File: config.mk
export PLATFORM = sky130hd
export DESIGN_NAME = ppu_cpu_regs
export DESIGN_NICKNAME = d
export VERILOG_FILES = /design/src/rtl/ppu_cpu_regs.sv
export SDC_FILE = /design/constraint.sdc
export NUM_CORES = 2
export LEC_CHECK = 0
export ABC_AREA = 1
export BUFFER_PORTS_ARGS = -buffer_cell sky130_fd_sc_hd__buf_4
export CAP_MARGIN = 10
export CORE_MARGIN = 1.5
export CORE_UTILIZATION = 60
export CTS_CLUSTER_DIAMETER = 100
export CTS_CLUSTER_SIZE = 8
export DETAILED_ROUTE_END_ITERATION = 10
export PLACE_DENSITY = 0.75
export SYNTH_ARGS = -nofsm -noshare
export SYNTH_HDL_FRONTEND = slang
export SYNTH_SLANG_ARGS = --single-unit
File: constraint.sdc
create_clock -name clk -period 6.4 [get_ports clk]
set_clock_uncertainty 0.2 [all_clocks]
set_input_delay 0.64 -clock clk [delete_from_list [all_inputs] [get_ports clk]]
set_output_delay 0.64 -clock clk [all_outputs]
set_load 0.03 [all_outputs]
File: src/rtl/ppu_cpu_regs.sv
// ppu_cpu_regs: CPU-facing PPU register block ($2000-$3FFF, mirrored on a[2:0]).
// Holds control/scroll/VRAM address state, OAM, status flags, NMI and the PPUDATA VRAM port.
module ppu_cpu_regs #(
    parameter int OAM_AW  = 8,
    parameter int VADDR_W = 14
) (
    input  logic               clk,
    input  logic               rstn,
    input  logic               cs_n,
    input  logic               rnw,
    input  logic [2:0]         a,
    input  logic [7:0]         db_in,
    output logic [7:0]         db_out,
    output logic               db_oe,
    output logic               nmi_n,
    input  logic               vblank_set,
    input  logic               frame_clr,
    input  logic               spr0_hit_set,
    input  logic               spr_ovf_set,
    output logic [7:0]         ctrl,
    output logic [7:0]         mask,
    output logic [14:0]        v,
    output logic [14:0]        t,
    output logic [2:0]         fine_x,
    output logic               vram_req,
    output logic               vram_we,
    output logic [VADDR_W-1:0] vram_addr,
    output logic [7:0]         vram_wdata,
    input  logic [7:0]         vram_rdata,
    input  logic               vram_ack,
    output logic               vram_overrun
);
    typedef enum logic {S_IDLE, S_WAIT} state_t;
    state_t st_q, st_d;
    logic cs_q, w_q, w_d, vbl_q, vbl_d, spr0_q, spr0_d, ovf_q, ovf_d;
    logic req_q, req_d, we_q, we_d, ovr_q, ovr_d, oam_we;
    logic [7:0] ctrl_q, ctrl_d, mask_q, mask_d, latch_q, latch_d, dbo_q, dbo_d;
    logic [7:0] rdbuf_q, rdbuf_d, wdata_q, wdata_d, rd_val;
    logic [14:0] v_q, v_d, t_q, t_d;
    logic [2:0] fx_q, fx_d;
    logic [OAM_AW-1:0] oamaddr_q, oamaddr_d;
    logic [VADDR_W-1:0] addr_q, addr_d;
    logic [7:0] oam_q [2**OAM_AW];
    logic access, wr, rd;
    // An access begins on the first cycle cs_n is seen low after being high.
    assign access = cs_q & ~cs_n;
    assign wr = access & ~rnw;
    assign rd = access & rnw;
    assign rd_val = (a == 3'd2) ? {vbl_q, spr0_q, ovf_q, latch_q[4:0]} :
                    (a == 3'd4) ? oam_q[oamaddr_q] :
                    (a == 3'd7) ? rdbuf_q : latch_q;
    always_comb begin
        ctrl_d = ctrl_q;
        mask_d = mask_q;
        v_d = v_q;
        t_d = t_q;
        fx_d = fx_q;
        w_d = w_q;
        oamaddr_d = oamaddr_q;
        latch_d = latch_q;
        dbo_d = dbo_q;
        rdbuf_d = rdbuf_q;
        st_d = st_q;
        req_d = req_q;
        we_d = we_q;
        addr_d = addr_q;
        wdata_d = wdata_q;
        ovr_d = ovr_q;
        oam_we = 1'b0;
        if (rd) begin
            dbo_d = rd_val;
            latch_d = rd_val;
        end
        if (wr) latch_d = db_in;
        if (wr) begin
            case (a)
                3'd0: begin
                    ctrl_d = db_in;
                    t_d[11:10] = db_in[1:0];
                end
                3'd1: mask_d = db_in;
                3'd3: oamaddr_d = OAM_AW'(db_in);
                3'd4: begin
                    oam_we = 1'b1;
                    oamaddr_d = oamaddr_q + OAM_AW'(1);
                end
                3'd5: begin
                    if (!w_q) begin
                        t_d[4:0] = db_in[7:3];
                        fx_d = db_in[2:0];
                    end else begin
                        t_d[14:12] = db_in[2:0];
                        t_d[9:5] = db_in[7:3];
                    end
                    w_d = ~w_q;
                end
                3'd6: begin
                    if (!w_q) begin
                        t_d[13:8] = db_in[5:0];
                        t_d[14] = 1'b0;
                    end else begin
                        t_d[7:0] = db_in;
                        v_d = {t_q[14:8], db_in};
                    end
                    w_d = ~w_q;
                end
                default: ;
            endcase
        end
        if (rd && a == 3'd2) w_d = 1'b0;
        if (st_q == S_WAIT && vram_ack) begin
            req_d = 1'b0;
            st_d = S_IDLE;
            if (!we_q) rdbuf_d = vram_rdata;
        end
        // PPUDATA while a request is outstanding is dropped and flagged.
        if (access && a == 3'd7) begin
            if (st_q == S_IDLE) begin
                req_d = 1'b1;
                we_d = ~rnw;
                addr_d = v_q[VADDR_W-1:0];
                wdata_d = rnw ? wdata_q : db_in;
                v_d = v_q + (ctrl_q[2] ? 15'd32 : 15'd1);
                st_d = S_WAIT;
            end else ovr_d = 1'b1;
        end
    end
    assign vbl_d = frame_clr ? 1'b0 : (vbl_q | vblank_set) & ~(rd && a == 3'd2);
    assign spr0_d = ~frame_clr & (spr0_q | spr0_hit_set);
    assign ovf_d = ~frame_clr & (ovf_q | spr_ovf_set);
    always_ff @(posedge clk or negedge rstn) begin
        if (!rstn) begin
            cs_q <= 1'b1;
            ctrl_q <= '0;
            mask_q <= '0;
            v_q <= '0;
            t_q <= '0;
            fx_q <= '0;
            w_q <= 1'b0;
            oamaddr_q <= '0;
            latch_q <= '0;
            dbo_q <= '0;
            rdbuf_q <= '0;
            vbl_q <= 1'b0;
            spr0_q <= 1'b0;
            ovf_q <= 1'b0;
            st_q <= S_IDLE;
            req_q <= 1'b0;
            we_q <= 1'b0;
            addr_q <= '0;
            wdata_q <= '0;
            ovr_q <= 1'b0;
        end else begin
            cs_q <= cs_n;
            ctrl_q <= ctrl_d;
            mask_q <= mask_d;
            v_q <= v_d;
            t_q <= t_d;
            fx_q <= fx_d;
            w_q <= w_d;
            oamaddr_q <= oamaddr_d;
            latch_q <= latch_d;
            dbo_q <= dbo_d;
            rdbuf_q <= rdbuf_d;
            vbl_q <= vbl_d;
            spr0_q <= spr0_d;
            ovf_q <= ovf_d;
            st_q <= st_d;
            req_q <= req_d;
            we_q <= we_d;
            addr_q <= addr_d;
            wdata_q <= wdata_d;
            ovr_q <= ovr_d;
        end
    end
    always_ff @(posedge clk) begin
        if (oam_we) oam_q[oamaddr_q] <= db_in;
    end
    assign db_out = dbo_q;
    assign db_oe = rnw & ~cs_n & ~cs_q;
    assign nmi_n = ~(vbl_q & ctrl_q[7]);
    assign ctrl = ctrl_q;
    assign mask = mask_q;
    assign v = v_q;
    assign t = t_q;
    assign fine_x = fx_q;
    assign vram_req = req_q;
    assign vram_we = we_q;
    assign vram_addr = addr_q;
    assign vram_wdata = wdata_q;
    assign vram_overrun = ovr_q;
endmodule

; Word level (Yosys, flattened, before mapping)
; Memories as Yosys holds them, arrays and structs flattened.
; Index checks and enable logic that the tools add are counted.
[totals]
regBits = 112
latch_bits = 0
mem_bits_rw = 2048
romBits = 0
inputBits = 28
output_inout_bits = 84
word_cells = 116
mem_count = 1
[classes]
n_addsub = 2
n_mul = 0
n_div = 0
order_cmp = 0
n_eq_ne = 11
shifts = 0
muxes = 34
n_bitwise = 21
n_reduce_logical = 24
[memory_table]
columns = memory, depth, width, rd, rd_ports_with_merged_regs, write_ports, line_no
row1 = oam_q, 256, 8, 1, 0, 1, 43  ; logic [7:0] oam_q [2**OAM_AW];
[op_table]
columns = operator, count
row1 = $mux W15, 5
row2 = $mux W8, 6
row3 = $pmux W10 S2, 1
row4 = $pmux W8 S2, 1
row5 = $add A15 B6 Y15, 1
row6 = $mux W1, 14
row7 = $reduce_and A2 Y1, 7
row8 = $eq A3 B3 Y1 const B, 4
row9 = $reduce_and A4 Y1, 3
row10 = $reduce_bool A2 Y1, 6
row11 = $mux W5, 2
row12 = $and A1 B1 Y1, 9
row13 = $not A1 Y1, 9
row14 = $reduce_and A3 Y1, 3
row15 = $add A8 B1 Y8 const B, 1
row16 = $ne A2 B2 Y1 const B, 4
row17 = $mux W7, 1
row18 = $eq A3 B2 Y1 const B, 2
row19 = $mux W6, 1
row20 = $pmux W3 S2, 1
row21 = $pmux W2 S2, 1
row22 = $eq A3 B1 Y1 const B, 1
row23 = $logic_and A1 B1 Y1, 3
row24 = $logic_not A3 Y1, 1
row25 = 3 further kinds, 5

; Logic depth before layout (Yosys ltp)
[depth]
ltp_word = 7
mapped_depth = 18
ltp_nobuf = 15

; Worst setup path after synthesis
; OpenSTA, ideal clock, no wires.
[synth_timing]
kind = input-to-reg
start = input a[0]
end = memory oam_q[218][0] (enable)
setup_ns = 0.370
arrival_ns = 2.388
path_slack_ns = 3.442
path_stages = 11
n_path_buf = 2
path_cell_list = buf_2 -> nor2_1 -> inv_1 -> nor2_1 -> clkinv_1 -> nor2_1 -> inv_1 -> nor2_2 -> nand2_1 -> clkbuf_1 -> nor2_1
[synth_between]
elab_chain_cells = 5
[synth_lines]
columns = item, line_no
row1 = "start, declared", 11  ; input logic [2:0] a,
row2 = $eq A3 B3 Y1, 76  ; case (a)
row3 = $mux W1, 76
row4 = $mux W1, 75  ; if (wr) begin
row5 = $mux W1, 177  ; if (oam_we) oam_q[oamaddr_q] <= db_in;
row6 = $mux W1 (implied by the code), 177
row7 = "end, declared", 43
; Every way passes these cells.

; Worst setup path in the final report
[layout_timing]
start = input a[0]
end = memory oam_q[90][0] (enable)
; The elaborated chain is that of the path after synthesis.

==> results.py <==
metrics = {
    "pwr": {
        "ir_drop_uv": 321,
        "power_density_nw_per_um2": 377,
        "swShare": 0.308,
        "p_sw_w": 0.0120,
        "p_seq_frac": 0.409,
        "p_int_w": 0.0269,
        "p_leak_nw": 42.0,
        "combPwrFrac": 0.216,
        "clkPwrFrac": 0.375,
    },
    "clock_network": {
        "clk_latency_ns": 0.91,
        "post_cts_resized": 0,
        "cts_max_level": 5,
        "clk_pin_slew_ns": 0.05,
        "root_buffer": "clkbuf_16",
        "cts.path.max_buffers": 4,
        "post_cts_buffers": 0,
        "cts_tree": "built",
        "hold_buffers": 23,
        "cts_inserted_buffers": 319,
        "cts.sinks": 2160,
    },
    "worst_setup_path": {
        "path_cells": "dlygate4sd3_1 -> buf_4 -> nor2_1 -> inv_1 -> nor2_1 -> buf_4 -> clkinv_1 -> nor2_1 -> inv_1 -> nor2_2 -> nand2_2 -> nor2_1",
        "crit_path_max_fanout": 20,
        "worst-endpoint-required_ns": 6.71,
        "arrival_ns": 4.92,
        "crit_start": "a[0]",
        "cp_common_cell": "nor2_1",
        "slowest_stage": "nor2_1",
        "max_stage_delay_ns": 0.92,
        "endpoint_kind": "flip-flop",
        "worstSetupStartpointType": "primary input",
        "regToRegStartpoint": "oamaddr_q[1]",
        "path_class": "primary input to flip-flop",
    },
    "die": {
        "die_y_um": 395,
        "placement_rows": 143,
        "initial_core_util": 0.606,
        "die_w_um": 395,
        "die-area_um2": 156000,
        "coreArea_um2": 152000,
        "ioPinCount": 112,
    },
    "layout": {
        "fillers": 10900,
        "final-seq-area_um2": 64300,
        "nets": 9195,
        "multi_input_area_um2": 22900,
        "area_growth_syn_to_layout_pct": 11.8,
        "drive_above_1_share": 0.0628,
        "final_util": 0.678,
    },
    "job": {
        "maxCapViolations": 0,
    },
    "global_route": {
        "grt_pass1_wl_mm": 371,
        "grt_antenna_before_repair": 5,
        "grt_max_degree": 182,
        "overflow": 0,
        "grt_pass1_vias": 62800,
        "track_usage": 0.314,
    },
    "sta": {
        "worst_slew_pin_slew_ns": 1.40,
        "slew_viol_final": 0,
        "fmax_mhz": 217,
        "fin_crit_sh": 0.721,
        "hold_violations": 0,
        "rsz0062_at_grt": "no",
        "setup_viol": 0,
        "relSlewSlack": 0.0613,
        "post-route-min-period_ns": 4.61,
        "setup_tns_ns": 0,
    },
    "synthesis": {
        "synth-async-reset-ratio": 0.0519,
        "syn_area_um2": 92400,
        "synthCells": 9091,
        "post_synth.cell_area_avg_um2": 10.2,
        "synth_edf_count": 2048,
        "yosysTopAreaCell": "edfxtp_1",
        "ys_seq_elements": 2160,
        "synth_commonest_cells": "nand2_1, edfxtp_1, nor2_1",
        "yosys_warnings": 0,
        "synth_top_area_frac": 0.665,
        "synth_cell_types": 37,
        "synth_area_leaders": "edfxtp_1, nand2_1, nor2_1, inv_1, dfrtp_1",
        "syn_nets": 9126,
        "synth.most_common_cell": "nand2_1",
        "synth_flop_cell": "edfxtp_1",
        "ys_seq_area_frac": 0.696,
    },
    "place": {
        "gp_congestion": 0.936,
        "hpwlAfterDp_mm": 136,
        "io_buffer_count": 111,
    },
    "run_status": {
        "status": "complete, no violations",
    },
    "drt": {
        "drc": 0,
        "drtPass1Iterations": 7,
        "wl_per_cell_um": 22.0,
        "wl_mm": 247,
        "vias_per_cell": 5.75,
        "drtAntennaViolNets": 0,
        "drtIter0Drc": 8666,
        "vias": 64600,
    },
    "hold_path": {
        "min_from": "db_in[2]",
        "hp-class": "primary input to flip-flop",
    },
}
## sequential cells by signal, summed over array words and instances, names as in the netlist, 3 cells and up
name and cells:
ctrl 8, oamaddr_q 8, vram_addr 14, oam_q 2048, v 15, db_out 8
rdbuf_q 8, latch_q 8, fine_x 3, mask 8, t 15, vram_wdata 8
## final timing paths
kind	endpoint	slack, ns	depth (start not counted)
max	oam_q[90][0]	1.79	12
min	oam_q[247][2]	0.04	1
max reg2reg	latch_q[7]	1.91	15
min reg2reg	vram_addr[1]	0.27	2
max in group asynchronous	rdbuf_q[5]	4.57	3
min in group asynchronous	vram_addr[12]	0.07	2
## worst max-delay path, delay by kind of cell
family,cells,cell delay (ns)
simple gates,6,2.58
buf+inv,6,1.65
## logic make-up after synthesis
| family | count (synthesis) | synth area share |
|---|---|---|
| AO/OA/AOI/OAI | 616 | 0.0349 |
| adder cells (fa/ha/maj) | 7 | 0.000948 |
| buffers and inverters | 1290 | 0.0571 |
| multiplexers | 15 | 0.00183 |
| AND/OR/NAND/NOR | 4997 | 0.209 |
| XOR/XNOR | 6 | 0.000569 |
| flip-flops | 2160 | 0.696 |
## cell usage in the layout, fill, tap and decap left out, types with 5 or more instances in the layout
cell              n
nand2_1        3266
edfxtp_1       2048
nor2_1         1294
inv_1           816
o21ai_0         463
nand3_1         398
clkbuf_16       331
buf_4           157
dfrtp_1         109
o21ai_1          82
clkbuf_1         35
buf_12           25
dlygate4sd3_1    23
a21oi_1          21
o211ai_1         19
nand2_2          16
mux2_2           15
nor3_1           11
a22oi_1           9
buf_8             8
ha_1              7
nor2_2            5
o21bai_2          5
## metrics by stage
stage	std cells	worst slack (ns)	cell area, um^2	total power, W	hold slack, ns
after floorplan	9091	3.44	92400	0.0215	0.144
after global placement	10800	1.65	94700	0.0242	0.257
after detailed placement	10800	1.60	94700	0.0243	0.264
after CTS	11200	1.97	103000	0.0388	0.00523
after global routing	11200	1.70	103000	0.0403	0.0382
final	11200	1.79	103000	0.0389	0.0427
## layer usage
metal  part of all wire  vias up  wire (um)  global-route usage
met5            0.00023        -         58                   0
met2               0.46     3913     113000               0.486
li1                   -    29500          -                   -
met3               0.12      618      29000              0.0745
met4              0.044       10      10800               0.138
met1               0.38    30500      94200               0.428
## final cells by class
type                    count  area share
clock buffers             366      0.0814
clock inverters             1   0.0000848
diodes                      1   0.0000242
inverters                 825      0.0301
multi-input cells        5641       0.222
flip-flops and latches   2160       0.622
well taps                2030      0.0246
repair buffers            213      0.0196
## power groups by stage
| stage | sequential [W] | combinational (W) | clock [W] |
|---|---|---|---|
| 2_1_floorplan | 0.0164 | 0.00515 | 0 |
| 3_3_place_gp | 0.0162 | 0.00804 | 0 |
| 3_5_place_dp | 0.0162 | 0.00813 | 0 |
| 4_1_cts | 0.0159 | 0.00822 | 0.0146 |
| 5_1_grt | 0.0159 | 0.00912 | 0.0152 |
| 6_report | 0.0159 | 0.00842 | 0.0146 |
No activity file was read; power rests on OpenSTA's default activity.
